`src/rtl/sync_fifo_wl.sv`:
```
// Synchronous single-clock FIFO with water-level reporting.
// Standard mode: rd_data arrives 1 (OUT_REG=0) or 2 (OUT_REG=1) cycles after an
// accepted read, marked by a one-cycle rd_valid pulse; rd_data holds otherwise.
// FWFT mode: the head word sits on rd_data whenever empty=0, rd_en acknowledges it.
//
// Handshake: a write is taken on a clock edge where wr_en=1 and full=0; a read is
// taken on an edge where rd_en=1 and empty=0. Requests made while full/empty are
// dropped and latch the sticky overflow/underflow flags. rst wins over both.
module sync_fifo_wl #(
    parameter int ADDR_WIDTH = 9,
    parameter int DATA_WIDTH = 8,
    parameter int OUT_REG    = 1,
    parameter int FWFT       = 0
) (
    input  logic                  clk,
    input  logic                  rst,
    input  logic [DATA_WIDTH-1:0] wr_data,
    input  logic                  wr_en,
    output logic                  full,
    output logic                  almost_full,
    input  logic [ADDR_WIDTH:0]   almost_full_num,
    output logic [DATA_WIDTH-1:0] rd_data,
    input  logic                  rd_en,
    output logic                  rd_valid,
    output logic                  empty,
    output logic                  almost_empty,
    input  logic [ADDR_WIDTH:0]   almost_empty_num,
    output logic [ADDR_WIDTH:0]   water_level,
    output logic                  overflow,
    output logic                  underflow
);

    localparam int DEPTH = 1 << ADDR_WIDTH;

    // Storage is never reset; the level counter alone decides what is valid.
    logic [DATA_WIDTH-1:0] mem_q [DEPTH];

    logic [ADDR_WIDTH-1:0] wr_ptr_q, wr_ptr_d;
    logic [ADDR_WIDTH-1:0] rd_ptr_q, rd_ptr_d;
    logic [ADDR_WIDTH:0]   level_q, level_d;
    logic                  full_q, full_d;
    logic                  almost_full_q, almost_full_d;
    logic                  empty_q, empty_d;
    logic                  almost_empty_q, almost_empty_d;
    logic                  overflow_q, overflow_d;
    logic                  underflow_q, underflow_d;

    // Standard-mode read pipeline: stage 1 is only used when OUT_REG=1.
    logic                  s1_valid_q, s1_valid_d;
    logic [DATA_WIDTH-1:0] s1_data_q, s1_data_d;
    logic                  out_valid_q, out_valid_d;
    logic [DATA_WIDTH-1:0] out_data_q, out_data_d;

    logic                  wr_acc;
    logic                  rd_acc;
    logic [DATA_WIDTH-1:0] rd_word;

    // Request qualification against the registered flags.
    always_comb begin
        wr_acc  = wr_en & ~full_q;
        rd_acc  = rd_en & ~empty_q;
        rd_word = mem_q[rd_ptr_q];
    end

    // Pointer, level and flag next-state; flags are derived from the post-edge level.
    always_comb begin
        wr_ptr_d = wr_ptr_q;
        rd_ptr_d = rd_ptr_q;
        level_d  = level_q;
        if (wr_acc) begin
            wr_ptr_d = wr_ptr_q + ADDR_WIDTH'(1);
        end
        if (rd_acc) begin
            rd_ptr_d = rd_ptr_q + ADDR_WIDTH'(1);
        end
        case ({wr_acc, rd_acc})
            2'b10:   level_d = level_q + (ADDR_WIDTH+1)'(1);
            2'b01:   level_d = level_q - (ADDR_WIDTH+1)'(1);
            default: level_d = level_q;
        endcase
        // level never exceeds DEPTH, so the MSB alone marks full.
        full_d         = level_d[ADDR_WIDTH];
        almost_full_d  = (level_d >= almost_full_num);
        empty_d        = (level_d == '0);
        almost_empty_d = (level_d <= almost_empty_num);
        overflow_d     = overflow_q | (wr_en & full_q);
        underflow_d    = underflow_q | (rd_en & empty_q);
    end

    // Standard-mode output path: one or two register stages after the accepted read.
    always_comb begin
        s1_valid_d  = rd_acc;
        s1_data_d   = s1_data_q;
        out_valid_d = 1'b0;
        out_data_d  = out_data_q;
        if (rd_acc) begin
            s1_data_d = rd_word;
        end
        if (OUT_REG != 0) begin
            out_valid_d = s1_valid_q;
            if (s1_valid_q) begin
                out_data_d = s1_data_q;
            end
        end else begin
            out_valid_d = rd_acc;
            if (rd_acc) begin
                out_data_d = rd_word;
            end
        end
    end

    // Storage write; reset blocks a concurrent write.
    always_ff @(posedge clk) begin
        if (!rst && wr_acc) begin
            mem_q[wr_ptr_q] <= wr_data;
        end
    end

    // State registers; reset also flushes any read still in the output pipeline.
    always_ff @(posedge clk) begin
        if (rst) begin
            wr_ptr_q       <= '0;
            rd_ptr_q       <= '0;
            level_q        <= '0;
            full_q         <= 1'b0;
            almost_full_q  <= 1'b0;
            empty_q        <= 1'b1;
            almost_empty_q <= 1'b1;
            overflow_q     <= 1'b0;
            underflow_q    <= 1'b0;
            s1_valid_q     <= 1'b0;
            s1_data_q      <= '0;
            out_valid_q    <= 1'b0;
            out_data_q     <= '0;
        end else begin
            wr_ptr_q       <= wr_ptr_d;
            rd_ptr_q       <= rd_ptr_d;
            level_q        <= level_d;
            full_q         <= full_d;
            almost_full_q  <= almost_full_d;
            empty_q        <= empty_d;
            almost_empty_q <= almost_empty_d;
            overflow_q     <= overflow_d;
            underflow_q    <= underflow_d;
            s1_valid_q     <= s1_valid_d;
            s1_data_q      <= s1_data_d;
            out_valid_q    <= out_valid_d;
            out_data_q     <= out_data_d;
        end
    end

    // Output mapping; in FWFT the head word is shown directly and forced to 0 when empty.
    always_comb begin
        full         = full_q;
        almost_full  = almost_full_q;
        empty        = empty_q;
        almost_empty = almost_empty_q;
        water_level  = level_q;
        overflow     = overflow_q;
        underflow    = underflow_q;
        if (FWFT != 0) begin
            rd_data  = empty_q ? '0 : rd_word;
            rd_valid = ~empty_q;
        end else begin
            rd_data  = out_data_q;
            rd_valid = out_valid_q;
        end
    end

endmodule

```
`config.mk`:
```
export PLATFORM = sky130hd
export DESIGN_NAME = sync_fifo_wl
export DESIGN_NICKNAME = d
export VERILOG_FILES = /design/src/rtl/sync_fifo_wl.sv
export SDC_FILE = /design/constraint.sdc
export NUM_CORES = 2
export LEC_CHECK = 0
export CAP_MARGIN = 10
export CORE_ASPECT_RATIO = 2
export CORE_MARGIN = 10
export CORE_UTILIZATION = 57
export DETAILED_ROUTE_END_ITERATION = 12
export PLACE_DENSITY = 0.76
export SETUP_SLACK_MARGIN = 0.02
export SYNTH_ARGS = -nofsm -noshare
export SYNTH_HDL_FRONTEND = slang
export SYNTH_SLANG_ARGS = --single-unit
```
`constraint.sdc`:
```
create_clock -name clk -period 4.57 [get_ports clk]
set_input_delay 1.371 -clock clk [delete_from_list [all_inputs] [get_ports clk]]
set_output_delay 1.371 -clock clk [all_outputs]
set_load 0.05 [all_outputs]
```
==> summary.md <==
| Metric | Value |
|---|---|
| Tightest slew margin relative to the limit | `7.344%` |
| Clock period minus worst slack | `4.532 ns` |
| Wire length of the first global-routing pass | `649.3 mm` |
| Fraction of power consumed by the clock network | `35.6%` |
| Fraction of power spent switching nets | `23.51%` |
| Area of the core region | `282800 µm²` |
| Count of synthesis-stage warnings from yosys | `0` |
| Netlist cell types | `68` |
| Maximum number of pins on one net before global-route repair | `201` |
| Fraction of layout instances using a drive strength above 1 | `29.39%` |
| Most common cell after layout, fill and taps aside | `edfxtp_1` |
| Crit path max fanout | `28` |
| Cell area after synthesis | `162000 µm²` |
| Clock latency of the later-clocked register in the worst-skew pair | `0.93 ns` |
| Share of the core filled with cells in the final layout | `65.16%` |
| Power density over the cells | `444.5 nW/µm²` |
| Horiz. Die Dim | `396.9 µm` |
| TritonCTS clock tree | `done` |
| Initial DRT Pass Iterations | `8` |
| Initial DRC count | `11630` |
| Vertical die dimension | `773.9 µm` |
| Highest metal used | `met5` |
| Type of element capturing the critical path | `register` |
| Met3 routed wirelength | `44.00 mm` |
| Worst setup path category | `reg -> reg` |
| Vias post-DR | `85310` |
| Share of total power in sequential cells | `51.3%` |
| Switching Power | `19.26 mW` |
| Number of buffers added on ports | `56` |
| Routed met1 length | `135.9 mm` |
| Top post-synthesis cells by area | `edfxtp_1 (76%), mux4_2 (14%), mux2i_1 (2.1%)` |
| Maximum VDD drop | `415.1 µV` |
| All-layer global routing usage | `29.59%` |
| Final worst-path cycle share | `99.16%` |
| Core Rows | `276` |
| Internal portion of total power | `62.67 mW` |
| Hold_ws | `0.4804 ns` |
| Total of max-cap violations | `0` |
| Estimated wirelength of the detail-placed design | `290.1 mm` |
| Least-Margin Pin Slew | `1.390 ns` |
| Fraction of synthesized cell area taken by the top area cell type | `75.93%` |
| CTS buffer count | `331` |
| Total Routed Length | `457.5 mm` |
| Number of nets in the synthesized netlist | `7670` |
| Number of nets with antenna violations after detailed routing | `0` |
| Async SR Flop Fraction | `0%` |
| Post-CTS Resized | `0` |
| CTS clk-pin slew, worst paths | `0.07 ns` |
| Predominant post-synthesis flop cell | `edfxtp_1` |
| Metal2 WL | `229.7 mm` |
| Setup clock skew after layout | `0.08806 ns` |
| Post-DR vias/cell | `6.798` |
| Pre-CTS WS | `-0.3466 ns` |
| CTS H-tree depth | `5` |
| Sequential share of the synthesized area | `76.56%` |
| Total congestion overflow | `0` |
| Static Leakage | `57.03 nW` |
| Vias in the first global route | `88120` |
| Syn Inst Count | `7611` |
| Clock buffer depth | `4` |
| Final number of max-transition violations | `0` |
| Commonest cells after routing, fill and taps aside | `edfxtp_1 (4096), mux4_2 (1022), buf_4 (885), nor2_1 (641), mux2i_1 (346)` |
| Critical path data required time | `5.37 ns` |
| GPL Wtd Cong | `0.9053` |
| Number of remaining DRC errors | `0` |
| Number of register bits inferred by synthesis | `4147` |
| Starting utilization of the core area | `57.27%` |
| Startpoint types | `register` |
| Dominant cell type by area after synthesis | `edfxtp_1` |
| Area growth from synthesis to layout | `13.78%` |
| I/O pins | `57` |
| Avg WL per Cell | `36.45 µm` |
| Sink Count | `4147` |
| Worst hold path class | `reg -> reg` |
| Antenna violations before repair | `14` |
| Run status | `completed` |
| Final worst setup slack | `0.03829 ns` |
| Combinational group share of total power | `13.1%` |
| Achievable Freq | `220.7 MHz` |
| Total of endpoints with negative setup slack in the final report | `0` |
| Post-Route Setup TNS | `0 ns` |
| Root buffer cell | `clkbuf_16` |
| NumNets Final | `8569` |
| Mean area per synthesized cell | `21.28 µm²` |
| Final Hold Fails | `0` |
| Floorplan die area | `307200 µm²` |
| Worst endpoint data arrival time | `5.33 ns` |
| Unrepaired setup endpoints after global routing | `no` |
| Number of enable flip-flop cells after synthesis | `4096` |
==> power by group through the flow <==
| stage | Combinational [mW] | Sequential (mW) | Clock [mW] |
|---|---|---|---|
| after global placement | 10.4 | 42.8 | 0 |
| final | 10.8 | 42.0 | 29.2 |
| after floorplan | 7.07 | 42.8 | 0 |
| after global routing | 11.2 | 42.0 | 30.5 |
| after CTS | 10.7 | 42.0 | 29.3 |
| after detailed placement | 10.6 | 42.8 | 0 |
==> routing by layer <==
metal	vias to the layer above	GRT usage, %
met5	-	0
met3	1621	5.665
met1	44140	32.82
met4	2	25.33
met2	6174	48.94
li1	33370	-
==> worst paths after layout <==
kind | slack [ns] | to | cells after the start | from
worst min-delay path | 0.48 | overflow | 2 | overflow
worst min register to register | 0.48 | overflow | 2 | overflow
worst max-delay path | 0.04 | s1_data_q[3] | 11 | rd_ptr_q[1]
worst max register to register | 0.04 | s1_data_q[3] | 11 | rd_ptr_q[1]
==> registers in the layout, summed over array words and instances (netlist names) <==
signal,cells
mem_q,4096
water_level,10
rd_ptr_q,9
wr_ptr_q,9
rd_data,8
s1_data_q,8
almost_empty,1
almost_full,1
empty,1
out_valid_d,1
overflow,1
rd_valid,1
underflow,1
==> critical path, stage by stage, from the launching register on <==
cell and delay, ns:
dfxtp_4 0.98, buf_12 0.27, nor2b_4 0.66, buf_4 0.47, a221oi_1 0.24, a21oi_1 0.22
o21ai_0 0.13, a211oi_1 0.68, buf_4 0.23, o22ai_1 0.17, a31oi_1 0.25, nor3_1 0.07
==> per-stage QoR <==
stage | cells | cell area [µm²] | total power, mW
3_5_place_dp | 11930 | 173400 | 53.44
6_report | 12550 | 184300 | 81.93
3_3_place_gp | 11930 | 173400 | 53.28
4_1_cts | 12530 | 184200 | 82.02
5_1_grt | 12530 | 184200 | 83.72
2_1_floorplan | 7611 | 162000 | 49.89
==> area by class of cell <==
cell class | instances | area (µm²)
diodes | 22 | 55.05
repair buffers | 1041 | 9241
clock inverters | 191 | 1921
flip-flops and latches | 4147 | 124000
clock buffers | 407 | 8874
well taps | 3753 | 4696
fillers | 17380 | 98530
multi-input cells | 2951 | 35320
inverters | 38 | 143.9
==> synthesized netlist by cell type, drive strengths merged (8+ instances only) <==
library cell / number
buf: 279
nand3: 26
nand2b: 20
o211ai: 17
ha: 27
o22ai: 50
edfxtp: 4096
mux2: 28
o21ai: 89
inv: 36
xor2: 11
a22oi: 56
o221ai: 49
dfxtp: 51
a2111oi: 22
nand4: 17
a221oi: 44
a21o: 9
nor2: 644
nor2b: 24
clkbuf: 196
mux4: 1022
nor4: 11
o21a: 8
a211oi: 26
nor3: 37
and3: 10
a21oi: 117
a31oi: 13
nand2: 134
xnor2: 16
mux2i: 346
==> timing repair <==
action	4_1_cts	5_1_grt
hold buffers	0	0
setup endpoints to repair	0	2
setup buffers	0	1
==> cell families (layout without fill, tap and decap cells) <==
group           count (synthesis)  count (layout)  share of synthesized area (%)
compound gates                548             548                          2.324
xor+xnor                       27              27                         0.1460
fa+ha+maj                      27              27                         0.2086
buf+inv                       513            1677                          1.767
flops                        4147            4147                          76.56
mux                          1396            1396                          16.54
other cells                     0              22                              0
simple gates                  953             953                          2.447
Power figures use the tool's default switching activity.
